File: config.mk
export PLATFORM = sky130hd
export DESIGN_NAME = hazard_detect_unit
export DESIGN_NICKNAME = d
export VERILOG_FILES = /design/src/rtl/hazard_detect_unit.sv
export SDC_FILE = /design/constraint.sdc
export NUM_CORES = 1
export LEC_CHECK = 0
export ABC_AREA = 1
export BUFFER_PORTS_ARGS = -buffer_cell sky130_fd_sc_hd__buf_2
export CORE_MARGIN = 3
export CORE_UTILIZATION = 45
export CTS_BUF_LIST = sky130_fd_sc_hd__clkbuf_16
export CTS_CLUSTER_SIZE = 12
export DETAILED_ROUTE_END_ITERATION = 12
export PLACE_DENSITY_LB_ADDON = 0.05
export SLEW_MARGIN = 20
export SYNTH_ARGS = -nofsm -noshare
export SYNTH_HDL_FRONTEND = slang
export SYNTH_SLANG_ARGS = --single-unit
File: constraint.sdc
create_clock -name clk -period 1.5 [get_ports clk]
set_input_delay 0.075 -clock clk [delete_from_list [all_inputs] [get_ports clk]]
set_output_delay 0.075 -clock clk [all_outputs]
set_load 0.1 [all_outputs]
File: src/rtl/hazard_detect_unit.sv
// Hazard detection for a pipeline that resolves branches in ID. It tracks rd/op for EX and MEM,
// raises load-use stalls, and selects ID-stage operand forwarding and MEM store-data forwarding.
module hazard_detect_unit (
  input  logic       clk,
  input  logic       rst,
  input  logic [4:0] rs1_ID,
  input  logic [4:0] rs2_ID,
  input  logic [4:0] rd_ID,
  input  logic       rs1use_ID,
  input  logic       rs2use_ID,
  input  logic [1:0] hazard_optype_ID,
  input  logic       Branch_ID,
  output logic       stall_PC,
  output logic       stall_IFID,
  output logic       flush_IFID,
  output logic       flush_IDEX,
  output logic [1:0] forward_ctrl_A,
  output logic [1:0] forward_ctrl_B,
  output logic       forward_ctrl_ls
);

  localparam logic [1:0] OP_NONE  = 2'b00;
  localparam logic [1:0] OP_ALU   = 2'b01;
  localparam logic [1:0] OP_LOAD  = 2'b10;
  localparam logic [1:0] OP_STORE = 2'b11;

  localparam logic [1:0] FWD_RF      = 2'b00;
  localparam logic [1:0] FWD_EX_ALU  = 2'b01;
  localparam logic [1:0] FWD_MEM_ALU = 2'b10;
  localparam logic [1:0] FWD_MEM_LD  = 2'b11;

  logic [4:0] rd_ex_r;
  logic [1:0] op_ex_r;
  logic [4:0] rd_mem_r;
  logic [1:0] op_mem_r;
  logic       ls_ex_r;
  logic       ls_mem_r;

  logic       load_use_s;
  logic       store_ls_s;

  // x0 is hardwired to zero, so it never produces a dependency
  function automatic logic reg_match(input logic [4:0] a, input logic [4:0] b);
    return (a == b) && (a != 5'd0);
  endfunction

  function automatic logic [1:0] fwd_sel(input logic       used,
                                         input logic [4:0] rs,
                                         input logic [4:0] rd_ex,
                                         input logic [1:0] op_ex,
                                         input logic [4:0] rd_mem,
                                         input logic [1:0] op_mem);
    logic [1:0] sel;
    sel = FWD_RF;
    if (!used) begin
      sel = FWD_RF;
    end else if (reg_match(rs, rd_ex) && (op_ex == OP_ALU)) begin
      sel = FWD_EX_ALU;
    end else if (reg_match(rs, rd_mem) && (op_mem == OP_ALU)) begin
      sel = FWD_MEM_ALU;
    end else if (reg_match(rs, rd_mem) && (op_mem == OP_LOAD)) begin
      sel = FWD_MEM_LD;
    end else begin
      sel = FWD_RF;
    end
    return sel;
  endfunction

  // Hazard conditions from the ID instruction against the EX tracker
  always_comb begin
    load_use_s = 1'b0;
    store_ls_s = 1'b0;
    if (op_ex_r == OP_LOAD) begin
      load_use_s = (rs1use_ID && reg_match(rs1_ID, rd_ex_r)) ||
                   (rs2use_ID && reg_match(rs2_ID, rd_ex_r) && (hazard_optype_ID != OP_STORE));
      store_ls_s = (hazard_optype_ID == OP_STORE) && reg_match(rs2_ID, rd_ex_r);
    end else begin
      load_use_s = 1'b0;
      store_ls_s = 1'b0;
    end
  end

  // Combinational outputs, all held low during reset
  always_comb begin
    stall_PC        = 1'b0;
    stall_IFID      = 1'b0;
    flush_IFID      = 1'b0;
    flush_IDEX      = 1'b0;
    forward_ctrl_A  = FWD_RF;
    forward_ctrl_B  = FWD_RF;
    forward_ctrl_ls = 1'b0;
    if (rst) begin
      stall_PC        = 1'b0;
      stall_IFID      = 1'b0;
      flush_IFID      = 1'b0;
      flush_IDEX      = 1'b0;
      forward_ctrl_A  = FWD_RF;
      forward_ctrl_B  = FWD_RF;
      forward_ctrl_ls = 1'b0;
    end else begin
      stall_PC        = load_use_s;
      stall_IFID      = load_use_s;
      flush_IDEX      = load_use_s;
      // a pending stall defers the redirect; ID re-presents the branch next cycle
      flush_IFID      = Branch_ID && !load_use_s;
      forward_ctrl_A  = fwd_sel(rs1use_ID, rs1_ID, rd_ex_r, op_ex_r, rd_mem_r, op_mem_r);
      forward_ctrl_B  = fwd_sel(rs2use_ID, rs2_ID, rd_ex_r, op_ex_r, rd_mem_r, op_mem_r);
      forward_ctrl_ls = ls_mem_r;
    end
  end

  // Tracker pipeline: EX advances to MEM; a load-use stall injects an empty bubble into EX
  always_ff @(posedge clk or posedge rst) begin
    if (rst) begin
      rd_ex_r  <= 5'd0;
      op_ex_r  <= OP_NONE;
      rd_mem_r <= 5'd0;
      op_mem_r <= OP_NONE;
      ls_ex_r  <= 1'b0;
      ls_mem_r <= 1'b0;
    end else begin
      rd_mem_r <= rd_ex_r;
      op_mem_r <= op_ex_r;
      ls_mem_r <= ls_ex_r;
      if (load_use_s) begin
        rd_ex_r <= 5'd0;
        op_ex_r <= OP_NONE;
        ls_ex_r <= 1'b0;
      end else begin
        rd_ex_r <= rd_ID;
        op_ex_r <= hazard_optype_ID;
        ls_ex_r <= store_ls_s;
      end
    end
  end

endmodule

==> results.txt <==
----------------------------------------------------
[Floorplan]
  Area of the core region ... just over 2000 sq um
  Num ports ... 31
  Initial Utilization ... 49.4%
  Site Rows ... 16
  Horizontal die dimension ... about 53 um
  Die area ... 2820 sq um
  Vertical die dimension ... between 50 and 60 um

[Setup path]
  CP max FO ... 3
  Register-to-Register Path Depth ... 10
  Slowest library cell on the worst path ... sky130_fd_sc_hd__dfrtp_1
  Cells along the critical path ... xnor2_1 -> nand2_1 -> nor2_2 -> nand3_2 -> nand2_4 -> nand2_4 -> nor2_4 -> buf_12
  Launching point of the worst reg2reg path ... rd_ex_r[0]$_DFF_PP0_
  FF-to-FF End ... op_ex_r[1]$_DFF_PP0_
  Critical Path Start Type ... flip-flop
  Critical setup path kind ... reg2out
  Largest stage delay, worst path ... 0.42 ns
  Critical Path AT ... around 1.8 ns
  Worst setup path endpoint ... stall_PC
  Data required time of the critical path ... ~1.4 ns
  Nature of the critical path endpoint ... output port
  R2R setup slack ... -0.17 ns
  Start point of the critical path ... rd_ex_r[0]$_DFF_PP0_
  Cell type with the highest occurrence count on the critical path ... sky130_fd_sc_hd__nand2_4

[Global routing]
  Number of global-route vias before repair ... about 1100
  Maximum number of pins on one net before global-route repair ... 17
  Overall global routing resource usage ... between 20% and 30%
  First-pass GRT wire length ... about 4700 um
  Residual overflow from global routing ... 0
  Initial antenna violation count ... 0

[STA]
  Accumulated negative setup slack ... -3.27 ns
  Final period demand of the worst path ... 1.87 ns
  Final count of negative-setup-slack endpoints ... 15
  Setup repair after global routing missed its margin ... yes
  Slew Limit Fails ... 0
  Max-slew headroom ... between 60 and 70%
  Clock tree skew after final layout ... slightly above 0.003 ns
  Worst Tran Pin Value ... between 0.4 and 0.5 ns
  Ratio of final minimum period to clock period ... 125%
  Hold Violations, Final ... 0
  F_max ... between 500 and 600 MHz
  Setup slack after layout ... -0.369 ns

[Detailed routing]
  Wire length after detailed routing ... between 3000 and 4000 um
  Remaining number of nets flagged by the antenna check after routing ... 0
  Post-detailed-route via-to-cell ratio ... a little over 5
  Vias ... 1094
  Detailed router's first-iteration violation count ... 23
  Drc violations ... 0
  DR WL/cell ... 14.2 um
  First-pass DRT Iterations ... 4

[Final layout]
  Core occupancy in the finished layout ... 81.6%
  Total inserted antenna cells ... 0
  Storage cell area ... 400 sq um
  Relative area change from synthesis to final layout ... 65.0%
  Multi-input gate area in the final layout ... slightly below 600 sq um
  Fraction of layout cells with a size suffix above 1 ... ~43%
  Filler cell count ... around 130
  Post-layout net count ... around 210

[Clock tree]
  Cell at the root of the clock tree ... sky130_fd_sc_hd__clkbuf_16
  Number of clock buffers inserted by TritonCTS ... 3
  Clock transition at the registers of the reported paths ... around 0.050 ns
  Maximum clock path buffer count ... 2
  Clock Sinks ... 16
  TritonCTS clock tree ... done
  Clk_lat worst skew ... approximately 0.25 ns
  Maximum level of the CTS H-tree ... 1

[Flow run]
  Max capacitance violation total ... 0

[Yosys]
  Cell type with the highest aggregate area in the netlist ... sky130_fd_sc_hd__dfrtp_1
  Total number of yosys warnings ... 0
  Total of flip-flops plus latches after synthesis ... 16
  Post-Synthesis Mean Instance Area ... between 7 and 8 sq um
  Sequential cell area fraction in the yosys report ... about two fifths
  Synth area leaders ... sky130_fd_sc_hd__dfrtp_1 40%, sky130_fd_sc_hd__nand2_1 13%, sky130_fd_sc_hd__inv_1 11%, sky130_fd_sc_hd__nor2_1 5.6%, sky130_fd_sc_hd__xnor2_1 4.4%
  Mapped Area ... 1000 sq um
  Post-Synthesis Cells ... 140
  Share of the synthesized area in the top cell type ... between 40% and 50%
  Syn_nets ... 162
  Library cells used by synthesis ... 20

[Power]
  VDD IR-drop max ... between 0.0007 and 0.0008 V
  Static Leak ... approximately 0.86 nW
  Power Density ... approximately 780 nW/um^2

[Place]
  Input/output buffers ... 30
  Hpwl dp ... 2020 um
  Weighted congestion reported at the end of routability-driven placement ... between 0.8 and 0.9

[Status]
  Outcome ... finished, violations left
  Violated checks ... setup timing

[Worst hold path]
  Min-delay worst type ... in2reg

----------------------------------------------------
-- cell type report --
| type | count | share of cell area [%] |
|---|---|---|
| Clock buffer | 3 | 4.55 |
| Clock inverter | 1 | 0.228 |
| Inverter | 30 | 6.83 |
| Multi-Input combinational cell | 92 | 36.0 |
| Sequential cell | 16 | 24.3 |
| Tap cell | 27 | 2.05 |
| Timing Repair Buffer | 47 | 26.1 |
-- layout by cell type (no fill, tap or decap), drive strengths merged, types with 3 or more instances in the layout --
cell type / Yosys / final
nor2: 20 / 20
a21oi: 8 / 8
dfrtp: 16 / 16
inv: 30 / 30
xnor2: 5 / 5
clkbuf: 0 / 3
nand3: 8 / 8
nand2: 37 / 37
xor2: 5 / 5
nand4: 4 / 4
buf: 2 / 46
-- timing repair --
action,in CTS,in global routing
hold endpoints to repair,16,0
setup buffers,5,5
pin swaps,8,10
setup endpoints to repair,8,16
resized for setup,12,17
hold buffers,1,0
-- power by group --
group,internal [mW],total [mW],switching [mW],leakage (nW)
combinational,0.122,0.281,0.159,0.633
sequential,0.453,0.473,0.0204,0.191
clock,0.354,0.532,0.178,0.0385
-- kinds of logic after synthesis --
| logic type | share of synthesized area [%] |
|---|---|
| XOR/XNOR | 8.76 |
| flip-flops | 40.0 |
| AO/OA/AOI/OAI | 6.26 |
| AND/OR/NAND/NOR | 32.2 |
| buffers and inverters | 12.8 |
-- worst max-delay path: cells and delay by family, from the launching register on --
kind | cells | cell delay (ns)
XOR/XNOR | 1 | 0.18
buffers and inverters | 1 | 0.20
flip-flops | 1 | 0.42
AND/OR/NAND/NOR | 6 | 0.74
-- registers in the layout, summed over array words and instances (netlist names) --
register and flops:
rd_ex_r 5, ls_ex_r 1, op_ex_r 2, rd_mem_r 5, op_mem_r 2, ls_mem_r 1
-- metrics by stage --
step | power, mW | std cells | hold slack, ns | area (sq um) | worst slack (ns)
3_3_place_gp | 0.683 | 201 | 0.196 | 1370 | -0.0330
4_1_cts | 1.25 | 211 | 0.0284 | 1540 | -0.300
2_1_floorplan | 0.602 | 140 | -0.00324 | 1060 | -0.424
6_report | 1.29 | 216 | 0.0357 | 1650 | -0.369
5_1_grt | 1.33 | 216 | 0.0567 | 1650 | -0.451
3_5_place_dp | 0.691 | 201 | 0.199 | 1370 | -0.0449
-- routing by layer --
layer  global-route usage (%)  vias to the layer above  wire, um
li1                         -                      524         -
met1                     27.8                      523      1230
met2                     39.3                       41      1610
met3                     5.92                        6       196
met4                     11.9                        0        44
met5                        0                        -         0
-- Yosys cell counts, drive strengths merged --
cell type,count
a21boi,1
a21oi,8
buf,2
dfrtp,16
inv,30
nand2,37
nand3,8
nand4,4
nor2,20
nor3,2
o2111ai,1
o22ai,1
xnor2,5
xor2,5
-- how the worst min path moves through the flow --
stage	from	to	cells after the start	slack, ns
after floorplan	rst	ls_ex_r$_DFF_PP0_	1	-0.003
after global placement	rst	op_mem_r[0]$_DFF_PP0_	3	0.20
after detailed placement	rst	op_ex_r[0]$_DFF_PP0_	3	0.20
after CTS	rd_ID[0]	rd_ex_r[0]$_DFF_PP0_	3	0.03
after global routing	rd_ID[2]	rd_ex_r[2]$_DFF_PP0_	3	0.06
final	hazard_optype_ID[1]	op_ex_r[1]$_DFF_PP0_	3	0.04
Power figures use the tool's default switching activity.
